<file path="src/rtl/output_drain.sv">
// Output drain: buffers completed output-feature-map words in a small FIFO for the host
// and flags the end of a layer once every expected word has been pushed and drained.
module output_drain #(
  parameter int unsigned DATA_WIDTH         = 32,
  parameter int unsigned FIFO_DEPTH         = 4,
  parameter int unsigned FEATURE_MAP_WIDTH  = 1024,
  parameter int unsigned FEATURE_MAP_HEIGHT = 1024,
  parameter int unsigned OUTPUT_NB_CHANNELS = 64
) (
  input  logic                          clk,
  input  logic                          arst_in,
  input  logic                          start,
  input  logic                          in_valid,
  input  logic [DATA_WIDTH-1:0]         in_data,
  input  logic [31:0]                   in_x,
  input  logic [31:0]                   in_y,
  input  logic [31:0]                   in_ch,
  output logic                          out_valid,
  input  logic                          out_ready,
  output logic [DATA_WIDTH-1:0]         out_data,
  output logic [31:0]                   out_x,
  output logic [31:0]                   out_y,
  output logic [31:0]                   out_ch,
  output logic [$clog2(FIFO_DEPTH):0]   fifo_level,
  output logic                          overflow,
  output logic                          layer_done
);

  localparam int unsigned AW = $clog2(FIFO_DEPTH);
  localparam int unsigned LW = AW + 1;
  localparam logic [63:0] TOTAL = 64'(FEATURE_MAP_WIDTH) * 64'(FEATURE_MAP_HEIGHT)
                                * 64'(OUTPUT_NB_CHANNELS);

  typedef struct packed {
    logic [DATA_WIDTH-1:0] data;
    logic [31:0]           x;
    logic [31:0]           y;
    logic [31:0]           ch;
  } entry_t;

  typedef enum logic [1:0] {IDLE, RUN, DONE} state_t;

  state_t        state_q, state_d;
  entry_t        mem_q [FIFO_DEPTH];
  entry_t        mem_d [FIFO_DEPTH];
  logic [AW-1:0] wr_ptr_q, wr_ptr_d;
  logic [AW-1:0] rd_ptr_q, rd_ptr_d;
  logic [LW-1:0] level_q, level_d;
  logic [63:0]   push_cnt_q, push_cnt_d;
  logic [63:0]   pop_cnt_q, pop_cnt_d;
  logic          overflow_q, overflow_d;
  logic          layer_done_q, layer_done_d;

  logic          pop;
  logic          push;
  logic          full;
  logic          clear;

  always_comb begin
    state_d    = state_q;
    wr_ptr_d   = wr_ptr_q;
    rd_ptr_d   = rd_ptr_q;
    level_d    = level_q;
    push_cnt_d = push_cnt_q;
    pop_cnt_d  = pop_cnt_q;
    overflow_d = overflow_q;
    for (int unsigned i = 0; i < FIFO_DEPTH; i++) mem_d[i] = mem_q[i];

    pop   = (level_q != '0) && out_ready;
    full  = (level_q == LW'(FIFO_DEPTH));
    push  = 1'b0;
    clear = 1'b0;

    case (state_q)
      IDLE, DONE: begin
        if (start) begin
          state_d = RUN;
          clear   = 1'b1;
        end
      end
      RUN: begin
        if (push_cnt_q == TOTAL && level_q == '0) state_d = DONE;
        // A dropped word still counts toward the layer total.
        if (in_valid) begin
          push_cnt_d = push_cnt_q + 64'd1;
          if (!full || pop) begin
            push                = 1'b1;
            mem_d[wr_ptr_q]     = '{data: in_data, x: in_x, y: in_y, ch: in_ch};
            wr_ptr_d            = wr_ptr_q + AW'(1);
          end else begin
            overflow_d = 1'b1;
          end
        end
      end
      default: state_d = IDLE;
    endcase

    if (pop) begin
      rd_ptr_d  = rd_ptr_q + AW'(1);
      pop_cnt_d = pop_cnt_q + 64'd1;
    end

    if (push && !pop)      level_d = level_q + LW'(1);
    else if (!push && pop) level_d = level_q - LW'(1);

    if (clear) begin
      wr_ptr_d   = '0;
      rd_ptr_d   = '0;
      level_d    = '0;
      push_cnt_d = '0;
      pop_cnt_d  = '0;
      overflow_d = 1'b0;
    end

    layer_done_d = (state_d == DONE);
  end

  always_ff @(posedge clk or posedge arst_in) begin
    if (arst_in) begin
      state_q      <= IDLE;
      wr_ptr_q     <= '0;
      rd_ptr_q     <= '0;
      level_q      <= '0;
      push_cnt_q   <= '0;
      pop_cnt_q    <= '0;
      overflow_q   <= 1'b0;
      layer_done_q <= 1'b0;
      for (int unsigned i = 0; i < FIFO_DEPTH; i++) mem_q[i] <= '0;
    end else begin
      state_q      <= state_d;
      wr_ptr_q     <= wr_ptr_d;
      rd_ptr_q     <= rd_ptr_d;
      level_q      <= level_d;
      push_cnt_q   <= push_cnt_d;
      pop_cnt_q    <= pop_cnt_d;
      overflow_q   <= overflow_d;
      layer_done_q <= layer_done_d;
      for (int unsigned i = 0; i < FIFO_DEPTH; i++) mem_q[i] <= mem_d[i];
    end
  end

  // Head is shown combinationally; forced to zero while the buffer is empty.
  always_comb begin
    out_valid  = (level_q != '0);
    out_data   = '0;
    out_x      = '0;
    out_y      = '0;
    out_ch     = '0;
    if (out_valid) begin
      out_data = mem_q[rd_ptr_q].data;
      out_x    = mem_q[rd_ptr_q].x;
      out_y    = mem_q[rd_ptr_q].y;
      out_ch   = mem_q[rd_ptr_q].ch;
    end
    fifo_level = level_q;
    overflow   = overflow_q;
    layer_done = layer_done_q;
  end

endmodule

</file>
<file path="config.mk">
export PLATFORM = sky130hd
export DESIGN_NAME = output_drain
export DESIGN_NICKNAME = d
export VERILOG_FILES = /design/src/rtl/output_drain.sv
export SDC_FILE = /design/constraint.sdc
export NUM_CORES = 1
export LEC_CHECK = 0
export ABC_AREA = 0
export CAP_MARGIN = 5
export CORE_ASPECT_RATIO = 1.5
export CORE_MARGIN = 3
export CORE_UTILIZATION = 25
export CTS_CLUSTER_DIAMETER = 50
export DETAILED_ROUTE_END_ITERATION = 7
export GPL_ROUTABILITY_DRIVEN = 0
export GPL_TIMING_DRIVEN = 0
export SYNTH_ARGS = -nofsm -noshare
export SYNTH_HDL_FRONTEND = slang
export SYNTH_SLANG_ARGS = --single-unit
</file>
<file path="constraint.sdc">
create_clock -name clk -period 21.5 [get_ports clk]
set_input_delay 4.3 -clock clk [delete_from_list [all_inputs] [get_ports clk]]
set_output_delay 4.3 -clock clk [all_outputs]
set_load 0.02 [all_outputs]
</file>
-- Word-level counts from Yosys, hierarchy flattened
Index checks and enable logic that the tools add are counted.
- flip-flop bits (word level): 587
- bits of input ports: 133
- output and inout bits: 134
- word-level logic and storage cells: 95
- $add $sub $neg: 5
- $lt $le $gt $ge: 3
- eq/ne operators: 6
- mux-type cells: 34
- bitwise gates (word level): 2
- reductions and logical operators: 22
- operators by type and width (kind ; number):
    bitwise mux 512 bit ; 1
    two-way mux 128 bit ; 3
    binary-select mux 128 bit (select 2 bit) ; 1
    demux 128 bit (select 2 bit) ; 1
    two-way mux 64 bit ; 3
    two-way mux 32 bit ; 4
    adder 64 x 1 -> 64 bit, second input constant ; 1
    equality test 64 x 27 -> 1 bit, second input constant ; 1
    two-way mux 2 bit ; 8
    two-way mux 1 bit ; 9
    two-way mux 3 bit ; 3
    AND reduction 3 bit ; 3
    nonzero test 2 bit ; 4
    greater-or-equal comparator 3 bit, second input constant ; 2
    NOT 2 -> 3 bit ; 2
    nonzero test 3 bit ; 2
    logical AND 1 bit ; 5
    adder 2 x 1 -> 2 bit, second input constant ; 2
    equality test 2 bit, second input constant ; 2
    case mux 2 bit (2 select lines) ; 1
    adder 3 x 1 -> 3 bit, second input constant ; 1
    equality test 3 bit, second input constant ; 1
    logical NOT 1 bit ; 3
    logical NOT 3 bit ; 1
    8 further kinds ; 8

-- Depth between registers and ports, before layout
- word-level depth: 11
- gate-level depth with buffers: 11
- gate-level depth less buffers: 8

-- Worst setup path after synthesis
No wires, ideal clock.
- kind: input to register
- start: input port out_ready
- end: register level_q[2] (netlist: fifo_level[2])
- data arrival time: 6206 ps
- required time: 21368 ps
- slack: 15162 ps
- stages on the path: 8
- buffers on the path: 1
- cells stage by stage: clkbuf_1 -> nor4b_1 -> nor2_1 -> and2_1 -> fa_1 -> or3_1 -> a311oi_1 -> nor2_1
- word-level cells in the longest chain between the ends: 8
- ends and longest elaborated chain (item ; line ; source):
    start: declaration ; 19 ; input logic out_ready,
    logical AND 1 bit (*) ; 69 ; pop = (level_q != '0) && out_ready;
    logical OR 1 bit ; 86 ; if (!full || pop) begin
    two-way mux 1 bit ; 86 ;
    two-way mux 1 bit ; 84 ; if (in_valid) begin
    two-way mux 1 bit ; 74 ; case (state_q)
    logical AND 1 bit / logical NOT 1 bit (equally long branches) ; 103, 104 ;
    two-way mux 3 bit / logical AND 1 bit (equally long branches) ; 103, 104 ;
    two-way mux 3 bit / nonzero test 3 bit (equally long branches) ; n/a ;
    end signal: assignment ; 133 ; level_q <= level_d;
    end: declaration ; 48 ; logic [LW-1:0] level_q, level_d;
Mark *: on every way between the ends. The rest lies on a longest branch, timed or not.
A chain may end at the register's enable or synchronous reset.

-- Final worst setup path
- start: register rd_ptr_q[0]
- end: output port out_data[18]
- word-level cells in the longest chain between the ends: 5
- ends and longest elaborated chain (item ; line ; source):
    start: declaration ; 47 ; logic [AW-1:0] rd_ptr_q, rd_ptr_d;
    start signal: assignment ; 132 ; rd_ptr_q <= rd_ptr_d;
    NOT 2 -> 3 bit (implied by the code) ; 150 ; out_data = mem_q[rd_ptr_q].data;
    binary-select mux 128 bit (select 2 bit) ; 150 ;
    two-way mux 128 bit (2 in a row) ; n/a ;
    two-way mux 32 bit ; 149 ; if (out_valid) begin
    end: declaration ; 20 ; output logic [DATA_WIDTH-1:0] out_data,
No other way between the ends. The select of a mux whose other input is x is not followed.

==> reports/metrics.csv <==
stage,metric,value,unit
setup_path,path_max_fanout,10,
cts,cts_root_buf,clkbuf_16,
detailed_routing,wl_per_cell,20.2,microns
power_and_ir_drop,sequentialPowerShare,32.1,%
cts,post_cts_buffers,0,
layout,nets,2354,
place,place_hpwl,52700,microns
power_and_ir_drop,p_sw,1.94,mW
detailed_routing,drt_first_pass_iters,5,
place,io_buffers,265,
worst_hold_path,holdCritPathClass,register to register,
power_and_ir_drop,p_int,3.81,mW
yosys,netlist.area_leader.share,54.2,%
cts,numCtsBuffers,76,
die,die-area,112000,sq um
yosys,syn_inst,1863,
setup_path,cp_slowest_stage_delay,0.94,ns
place,pre_cts_ws,13.70,ns
power_and_ir_drop,p_leak,13.8,nW
sta,period_minus_slack,8.39,ns
cts,post_cts_resized,0,
sta,clock_skew,0.0213,ns
yosys,syn_area_per_cell,14.5,sq um
yosys,synthFlopType,dfrtp_1,
power_and_ir_drop,ir_drop,0.000108,V
die,coreArea,107000,sq um
die,dieWidth,275,microns
power_and_ir_drop,p_per_area,168,nW/um^2
layout,drive_gt1_share,38.1,%
yosys,yosys_warnings,0,
setup_path,cp-start-kind,register,
cts,cts.sinks,587,
sta,setup_slack,13.11,ns
power_and_ir_drop,clkPwrFrac,22.5,%
yosys,syn_area,27100,sq um
cts,max-clock-path-buffers,3,
place,dp.cells,3550,
layout,multi_input_area,11800,sq um
yosys,synth_edf_count,0,
setup_path,endpoint_kind,output pin,
place,place_area,31700,sq um
grt,track_usage,13.5,%
grt,grt_remaining_overflow,0,
detailed_routing,dr_total_vias,17065,
layout,layout_common_cells,"587 x dfrtp_1, 512 x mux2_2, 265 x clkdlybuf4s50_1, 134 x and2_1, 128 x mux4_2",
setup_path,crit_family,buffers and inverters,
detailed_routing,vias_per_cell,4.62,
layout,fin_cells,3696,
sta,slew_headroom,16.4,%
grt,grt_max_degree,120,
setup_path,critical_path_required,17.20,ns
setup_path,critPathBufInv,4,
grt,grt_pass1_vias,18443,
power_and_ir_drop,comb_power_share,45.3,%
status,outcome,"complete, no violations",
sta,finalCritPeriodShare,39.0,%
sta,hold_viol_final,0,
detailed_routing,drc,0,
detailed_routing,wl,74600,microns
grt,grt_pass1_wl,115000,microns
die,start_util,25.3,%
setup_path,crit_top_cell,clkbuf_1,
yosys,synth_top_cells_by_area,"dfrtp_1 54%, mux2_2 21%, mux4_2 11%",
detailed_routing,ant_nets,0,
die,fp-row-count,147,
setup_path,cp_slowest_cell,clkbuf_1,
detailed_routing,drtIter0Drc,744,
cts,ctsHoldBuffers,0,
yosys,ys_seq_elements,587,
layout,stdcell_area,34300,sq um
sta,tightestPinTransition,1.25,ns
yosys,yosys.area.top_type,dfrtp_1,
layout,layout-area-overhead-vs-synth,26.6,%
cts,h-tree-depth,3,
layout,fillCellCount,10657,
cts,clk_pin_slew,0.06,ns
die,die_y,409,microns
grt,antenna_found_initial,17,
setup_path,critPathArrivalTime,4.09,ns
sta,hold_slack,0.497,ns
sta,drv_slew,0,
yosys,syn_nets,2003,
setup_path,crit_chain,"clkbuf_1, clkbuf_1, buf_2, mux4_2, and2_1, clkdlybuf4s50_1",
cts,cts_tree,built,
layout,regArea,14700,sq um
cts,worstSkewPairLatency,0.65,ns
setup_path,path_class,register to output pin,
power_and_ir_drop,switching_share,33.7,%
sta,finalSetupViolCount,0,
run,maxCapViolations,0,
power_and_ir_drop,total_power,5.75,mW
yosys,yosysSeqAreaShare,54.2,%
yosys,yosysUniqueCellTypes,57,
die,ios,267,
sta,rsz0062_at_grt,no,
layout,final_common_cell,dfrtp_1,
yosys,synth-async-reset-ratio,100,%
sta,clock.fmax,119,MHz
-- cell type report --
cell class,count,area share [%]
clock inverter,35,1.18
inverter,16,0.197
antenna,8,0.0583
buffer,122,1.61
multi-input combinational,1138,34.4
tap,1415,5.16
clock buffer,102,6.36
sequential,587,42.8
timing repair buffer,273,8.26
-- metrics by stage --
step           utilization, %   TNS, ns
6_report                 32.0         0
5_1_grt                  32.0         0
4_1_cts                  32.0         0
3_5_place_dp             29.6         0
3_3_place_gp             29.4  -4267.70
2_1_floorplan               -         0
-- worst reg2reg max path, delay by kind of cell (launching register included) --
kind,cells,cell delay (ns)
and+or+nand+nor,5,1.04
AOI/OAI and AO/OA,1,0.28
DFF,1,0.34
buffers and inverters,3,1.18
adders and majority gates,1,0.42
-- cells by family (layout without fill, tap and decap cells) --
group                    after synthesis  count (layout)  synth area share (%)
AO/OA/AOI/OAI                         90              90                  2.13
other                                  0               8                     0
XOR/XNOR                              31              31                  1.00
AND/OR/NAND/NOR                      369             369                  8.11
multiplexers                         641             641                  31.9
buffers and inverters                138             548                  2.27
flip-flops                           587             587                  54.2
adder cells (fa/ha/maj)                7               7                 0.351
-- synth_stat cells, types with 2 or more instances --
master / number
buf_4: 2
a21oi_1: 34
nor3_2: 3
o211ai_1: 2
nand4_2: 3
xor2_1: 20
o41ai_1: 2
ha_1: 6
nor2_1: 48
nor4b_1: 3
o311ai_0: 2
nand3_1: 19
and2_1: 134
dfrtp_1: 587
mux4_2: 128
and3_1: 6
nor4_1: 17
or3_1: 20
o21ai_0: 16
buf_2: 71
o21a_1: 4
nand4_1: 36
and4_1: 5
or4_1: 17
nand2_1: 35
a31oi_1: 2
mux2_2: 512
nor4_2: 2
o31ai_1: 17
clkbuf_1: 42
buf_1: 7
nor3_1: 8
nand2b_1: 3
inv_1: 16
nand3_2: 2
xnor2_1: 11
-- flip-flops by register name, indices dropped and copies added, names as in the netlist --
name        count
mem_q         512
push_cnt_q     64
fifo_level      3
rd_ptr_q        2
state_q         2
wr_ptr_q        2
layer_done      1
overflow        1
-- power by group through the flow --
stage,registers [mW],logic (mW),clock network [mW]
CTS,1.85,2.68,1.34
global placement,1.86,2.63,0
detailed placement,1.87,2.66,0
finish,1.85,2.61,1.30
global route,1.91,2.81,1.39
floorplan,1.80,1.70,0
-- routing by layer --
layer  up-vias  GRT usage, %  share of wire, %
met5         -             0             0.074
met2       403          22.9                50
li1       7628             -                 -
met3       124          3.54               5.8
met1      8902          16.2                40
met4         8          5.69               3.6
-- final timing paths --
check | from | endpoint | slack (ns) | depth (start not counted)
max | rd_ptr_q[0] | out_data[18] | 13.11 | 6
min | mem_q[138] | mem_q[138] | 0.50 | 1
max reg2reg | fifo_level[1] | fifo_level[2] | 18.11 | 10
min reg2reg | mem_q[138] | mem_q[138] | 0.50 | 1
max in group asynchronous | arst_in | mem_q[501] | 15.89 | 4
min in group asynchronous | arst_in | mem_q[455] | 4.11 | 2
(Power assumes the default switching activity.)
